<file path="src/rtl/instr_fetch.sv">
// rtl/instr_fetch.sv - instruction fetch unit: PC register, fetch FSM, held instruction; optional FETCH_TIMEOUT_EN
module instr_fetch #(
    parameter logic [31:0] RESET_PC = 32'h00000000
) (
    input  logic        clk,
    input  logic        reset_n,
    output logic        imem_req,
    output logic [31:0] imem_addr,
    input  logic        imem_ack,
    input  logic [31:0] imem_rdata,
    input  logic        stall,
    input  logic        branch_taken,
    input  logic [31:0] branch_offset,
    input  logic        jump,
    input  logic [25:0] jump_target,
    output logic [31:0] instr,
    output logic [15:0] imm16,
    output logic [31:0] pc_out,
    output logic [31:0] pc_plus4,
    output logic        instr_valid,
    output logic        fetch_err
);

    typedef enum logic [1:0] {
        IDLE  = 2'd0,
        FETCH = 2'd1,
        VALID = 2'd2
    } state_t;

    // Low address bits are forced clear so the PC stays word aligned whatever the parameter says.
    localparam logic [31:0] RESET_PC_ALIGNED = RESET_PC & 32'hFFFF_FFFC;

    state_t      state_q, state_d;
    logic [31:0] pc_q, pc_d;
    logic [31:0] instr_q, instr_d;
    logic        instr_valid_q, instr_valid_d;

    logic [31:0] seq_pc;
    logic [31:0] branch_pc;
    logic [31:0] jump_pc;
    logic [31:0] redirect_pc;

`ifdef FETCH_TIMEOUT_EN
    logic [7:0]  timeout_cnt_q, timeout_cnt_d;
    logic        fetch_err_q, fetch_err_d;
`endif

    // Candidate next-PC values; jump wins over a taken branch, all arithmetic wraps at 32 bits.
    always_comb begin
        seq_pc      = pc_q + 32'd4;
        branch_pc   = seq_pc + (branch_offset << 2);
        jump_pc     = {seq_pc[31:28], jump_target, 2'b00};
        redirect_pc = seq_pc;
        if (jump) begin
            redirect_pc = jump_pc;
        end else if (branch_taken) begin
            redirect_pc = branch_pc;
        end
    end

    // Fetch FSM next-state and register updates; redirect inputs only matter when leaving VALID.
    always_comb begin
        state_d       = state_q;
        pc_d          = pc_q;
        instr_d       = instr_q;
        instr_valid_d = instr_valid_q;
`ifdef FETCH_TIMEOUT_EN
        timeout_cnt_d = timeout_cnt_q;
        fetch_err_d   = fetch_err_q;
`endif
        case (state_q)
            IDLE: begin
                state_d = FETCH;
`ifdef FETCH_TIMEOUT_EN
                timeout_cnt_d = 8'd0;
`endif
            end
            FETCH: begin
                if (imem_ack) begin
                    instr_d       = imem_rdata;
                    instr_valid_d = 1'b1;
                    state_d       = VALID;
`ifdef FETCH_TIMEOUT_EN
                end else if (timeout_cnt_q == 8'd254) begin
                    // 255th unacknowledged cycle: give up and hand a NOP downstream.
                    timeout_cnt_d = 8'd255;
                    fetch_err_d   = 1'b1;
                    instr_d       = 32'h0000_0000;
                    instr_valid_d = 1'b1;
                    state_d       = VALID;
                end else begin
                    timeout_cnt_d = timeout_cnt_q + 8'd1;
`endif
                end
            end
            VALID: begin
                if (!stall) begin
                    pc_d          = redirect_pc;
                    instr_valid_d = 1'b0;
                    state_d       = FETCH;
`ifdef FETCH_TIMEOUT_EN
                    timeout_cnt_d = 8'd0;
`endif
                end
            end
            default: begin
                state_d       = IDLE;
                instr_valid_d = 1'b0;
            end
        endcase
    end

    // State registers with synchronous active-low reset overriding every other input.
    always_ff @(posedge clk) begin
        if (!reset_n) begin
            state_q       <= IDLE;
            pc_q          <= RESET_PC_ALIGNED;
            instr_q       <= 32'h0000_0000;
            instr_valid_q <= 1'b0;
        end else begin
            state_q       <= state_d;
            pc_q          <= pc_d;
            instr_q       <= instr_d;
            instr_valid_q <= instr_valid_d;
        end
    end

`ifdef FETCH_TIMEOUT_EN
    // Timeout counter and sticky error flag, cleared only by reset.
    always_ff @(posedge clk) begin
        if (!reset_n) begin
            timeout_cnt_q <= 8'd0;
            fetch_err_q   <= 1'b0;
        end else begin
            timeout_cnt_q <= timeout_cnt_d;
            fetch_err_q   <= fetch_err_d;
        end
    end

    assign fetch_err = fetch_err_q;
`else
    assign fetch_err = 1'b0;
`endif

    assign imem_req    = (state_q == FETCH);
    assign imem_addr   = pc_q;
    assign pc_out      = pc_q;
    assign pc_plus4    = seq_pc;
    assign instr       = instr_q;
    assign imm16       = instr_q[15:0];
    assign instr_valid = instr_valid_q;

endmodule

</file>
<file path="config.mk">
export PLATFORM = sky130hd
export DESIGN_NAME = instr_fetch
export DESIGN_NICKNAME = d
export VERILOG_FILES = /design/src/rtl/instr_fetch.sv
export SDC_FILE = /design/constraint.sdc
export NUM_CORES = 1
export LEC_CHECK = 0
export BUFFER_PORTS_ARGS = -buffer_cell sky130_fd_sc_hd__buf_2
export CAP_MARGIN = 15
export CELL_PAD_IN_SITES_DETAIL_PLACEMENT = 1
export CELL_PAD_IN_SITES_GLOBAL_PLACEMENT = 2
export CORE_MARGIN = 2
export CORE_UTILIZATION = 25
export DETAILED_ROUTE_END_ITERATION = 12
export PLACE_DENSITY_LB_ADDON = 0.12
export SYNTH_ARGS = -nofsm -noshare
export SYNTH_HDL_FRONTEND = slang
export SYNTH_SLANG_ARGS = --single-unit
</file>
<file path="constraint.sdc">
create_clock -name clk -period 4.3 [get_ports clk]
set_clock_uncertainty 0.05 [all_clocks]
set_input_delay 0.645 -clock clk [delete_from_list [all_inputs] [get_ports clk]]
set_output_delay 0.645 -clock clk [all_outputs]
set_load 0.1 [all_outputs]
</file>
==> impl_metrics.toml <==
[synthesis]
synth.most_common_cell = "nand2_1"
avgSynthCellArea_um2 = 7.48
synthDistinctLibCells = 61
synth_adder_area_share_pct = 8.74
yosys.area_share.simple_pct = 22.0
ys_seq_area_share_pct = 24.2
syn_area_mm2 = 0.00538
netlist_top_cells_count = "nand2_1 (127), dfxtp_1 (65), buf_4 (53), a21oi_1 (49), o21ai_0 (43)"
synth_top_family_by_area = "compound AO/OA/AOI/OAI gates"
synth_top_area_share_pct = 24.2
synth_cells = 720
synth_top_area_cell = "dfxtp_1"
synth_area_leaders = "dfxtp_1 (24%), nand2_1 (8.9%), ha_1 (8.4%), buf_4 (7.4%), xnor2_1 (5.4%)"
synth-edff-count = 0
synth-xor-area-share_pct = 7.65
yosys_warnings = 0
synth-main-ff-cell = "dfxtp_1"
synthMuxAreaShare_pct = 2.07
synth-compound-area-share_pct = 24.6
synthArstFlopShare_pct = 0
ys_seq_elements = 65

[placement]
dp_cells = 1169
hpwl_um = 16900
place_congestion = 0.843
port_buffers = 233
place_area_mm2 = 0.00703

[floorplan]
initial_core_util_pct = 25.5
die-area_mm2 = 0.0227
fp.coreArea_mm2 = 0.0211
die_h_um = 151
pin_count = 243
num_rows = 53
die_x_um = 151

[critical_path]
rr_worst_depth = 16
cp_data_arrival_time_ns = 4.39
r2r-end = "imem_addr[31]$_SDFFE_PN0P_"
worstSetupStartpoint = "imem_addr[2]$_SDFFE_PN0P_"
r2r_start = "imem_addr[2]$_SDFFE_PN0P_"
required_ns = 4.53
critPathMaxFanout = 9
critical_path.endpoint_type = "flip-flop"
r2r_setup_slack_ns = 0.14
worstSetupPathType = "reg -> reg"
cp-start-kind = "flip-flop"

[cts]
clk_pin_slew_ns = 0.06
cts-root-buf = "clkbuf_16"
htree_levels = 3
clock_latency_ns = 0.34
cts_made_buffers = 9
cts.sinks = 65
post-cts-setup-buffer-count = 0
cts_tree = "built"
clk_path_buf_depth = 2

[global_routing]
grt_pass1_vias = 5801
grt_util_all_layers_pct = 18.5
grt_start_max_net_pins = 43
antenna_found_initial = 0
grt_pass1_wl_um = 32200
gr-total-overflow = 0

[timing]
worst_pin_slew_ns = 0.875
max_slew_margin_pct = 41.7
fmax_mhz = 240
drv_slew = 0
setup_viol = 0
fin_crit_ns = 4.16
hold_viol_final = 0
timing.final.crit_share_pct = 96.7
grt_setup_unrepaired = "yes"

[detailed_routing]
vias = 5838
first_iter_violations = 168
dr.pass1.iters = 6
drc = 0
routed_via_density = 4.92
ant_nets = 0
finalWirelength_um = 21800
wl_per_cell_um = 18.4

[worst_hold_path]
hp-start = "instr[18]$_SDFFE_PN0P_"
hold_path_class = "reg -> reg"
holdPathStages = 2
min_to = "instr[18]$_SDFFE_PN0P_"

[layout]
area_growth_pct = 37.3
design_area_mm2 = 0.00739
fin_nets = 1040
n_antenna_cell = 0
fillerInstances = 2617
fin_cells = 1187
drive_above_1_share_pct = 37.6

[run]
maxCapViolations = 0

[run_status]
status = "finished, final reports clean"

[power]
power_density_mw_per_mm2 = 276
cellLeakagePower_nw = 3.57
peakVddDrop_mv = 0.177
how the worst max path moves through the flow:
| stage | endpoint | depth (start not counted) |
|---|---|---|
| 2_1_floorplan | imem_addr[31]$_SDFFE_PN0P_ | 16 |
| 3_3_place_gp | imem_addr[31]$_SDFFE_PN0P_ | 15 |
| 3_5_place_dp | imem_addr[31]$_SDFFE_PN0P_ | 15 |
| 4_1_cts | imem_addr[31]$_SDFFE_PN0P_ | 15 |
| 5_1_grt | imem_addr[31]$_SDFFE_PN0P_ | 16 |
| 6_report | imem_addr[31]$_SDFFE_PN0P_ | 16 |
kinds of logic after synthesis:
group           Yosys count
xor+xnor                 47
other cells               1
compound gates          203
fa+ha+maj                37
mux                      11
flops                    65
simple gates            255
buf+inv                 101
per-stage QoR:
stage	util [%]	hold slack (ns)	setup WS, ns	total power [mW]	setup TNS, ns
after floorplan	-	0.506	-0.233	1.15	-0.395
after global placement	33.3	0.398	0.108	1.28	0
after detailed placement	33.3	0.407	0.0933	1.29	0
after CTS	34.7	0.416	0.0515	2.07	0
after global routing	35.1	0.433	-0.0713	2.13	-0.0713
final	35.1	0.410	0.141	2.04	0
where the power goes:
group	leakage, nW	total (mW)	switching, mW	internal (mW)
combinational	2.88	0.638	0.485	0.154
clock	0.151	0.764	0.320	0.444
sequential	0.542	0.639	0.0214	0.617
total	3.57	2.04	0.826	1.21
per-layer routing:
| layer | vias to the layer above | wire length, µm | track usage [%] | share of wire, % |
|---|---|---|---|---|
| met2 | 149 | 10500 | 31.9 | 48 |
| met1 | 2853 | 9970 | 24.1 | 46 |
| met4 | 0 | 181 | 3.36 | 0.83 |
| met5 | - | 0 | 0 | 0 |
| met3 | 13 | 1150 | 3.64 | 5.3 |
| li1 | 2823 | - | - | - |
layout by cell type (no fill, tap or decap), types with 15 or more instances in the layout:
cell / netlist / final
a21boi_0: 38 / 38
a21o_1: 16 / 16
a21oi_1: 49 / 47
buf_2: 1 / 233
buf_4: 53 / 20
dfxtp_1: 65 / 45
ha_1: 36 / 33
inv_1: 15 / 15
nand2_1: 127 / 126
nand3_1: 20 / 20
nor2_1: 40 / 37
o21ai_0: 43 / 42
state kept, by name (all words and copies together) (netlist names):
| signal | flops |
|---|---|
| instr | 32 |
| imem_addr | 30 |
| state_q | 2 |
| instr_valid | 1 |
layout make-up:
cell class | instances | area (µm²) | share of cell area, %
Clock buffer | 11 | 264 | 3.57
Sequential cell | 65 | 1360 | 18.4
Clock inverter | 5 | 36.3 | 0.491
Multi-Input combinational cell | 560 | 3970 | 53.7
Tap cell | 275 | 344 | 4.65
Timing Repair Buffer | 255 | 1360 | 18.4
Inverter | 16 | 60.1 | 0.812
worst max-delay path, cell delays in order, from the launching register on:
cell       delay, ns
dfxtp_4         0.40
ha_4            0.16
nand4_1         0.19
nor2_4          0.29
nand2_2         0.14
xnor2_4         0.23
ha_4            0.25
a21o_1          0.16
a21o_1          0.17
a221o_1         0.38
or3b_4          0.41
o2111ai_2       0.24
nand4_1         0.14
and3_1          0.18
or3_1           0.36
a21oi_2         0.14
mux2i_1         0.20
repair_timing:
| action | 4_1_cts | 5_1_grt |
|---|---|---|
| gates resized for setup | 0 | 7 |
| hold buffers | 0 | 0 |
| endpoints found under the setup margin | 0 | 2 |
Power figures use the tool's default switching activity.
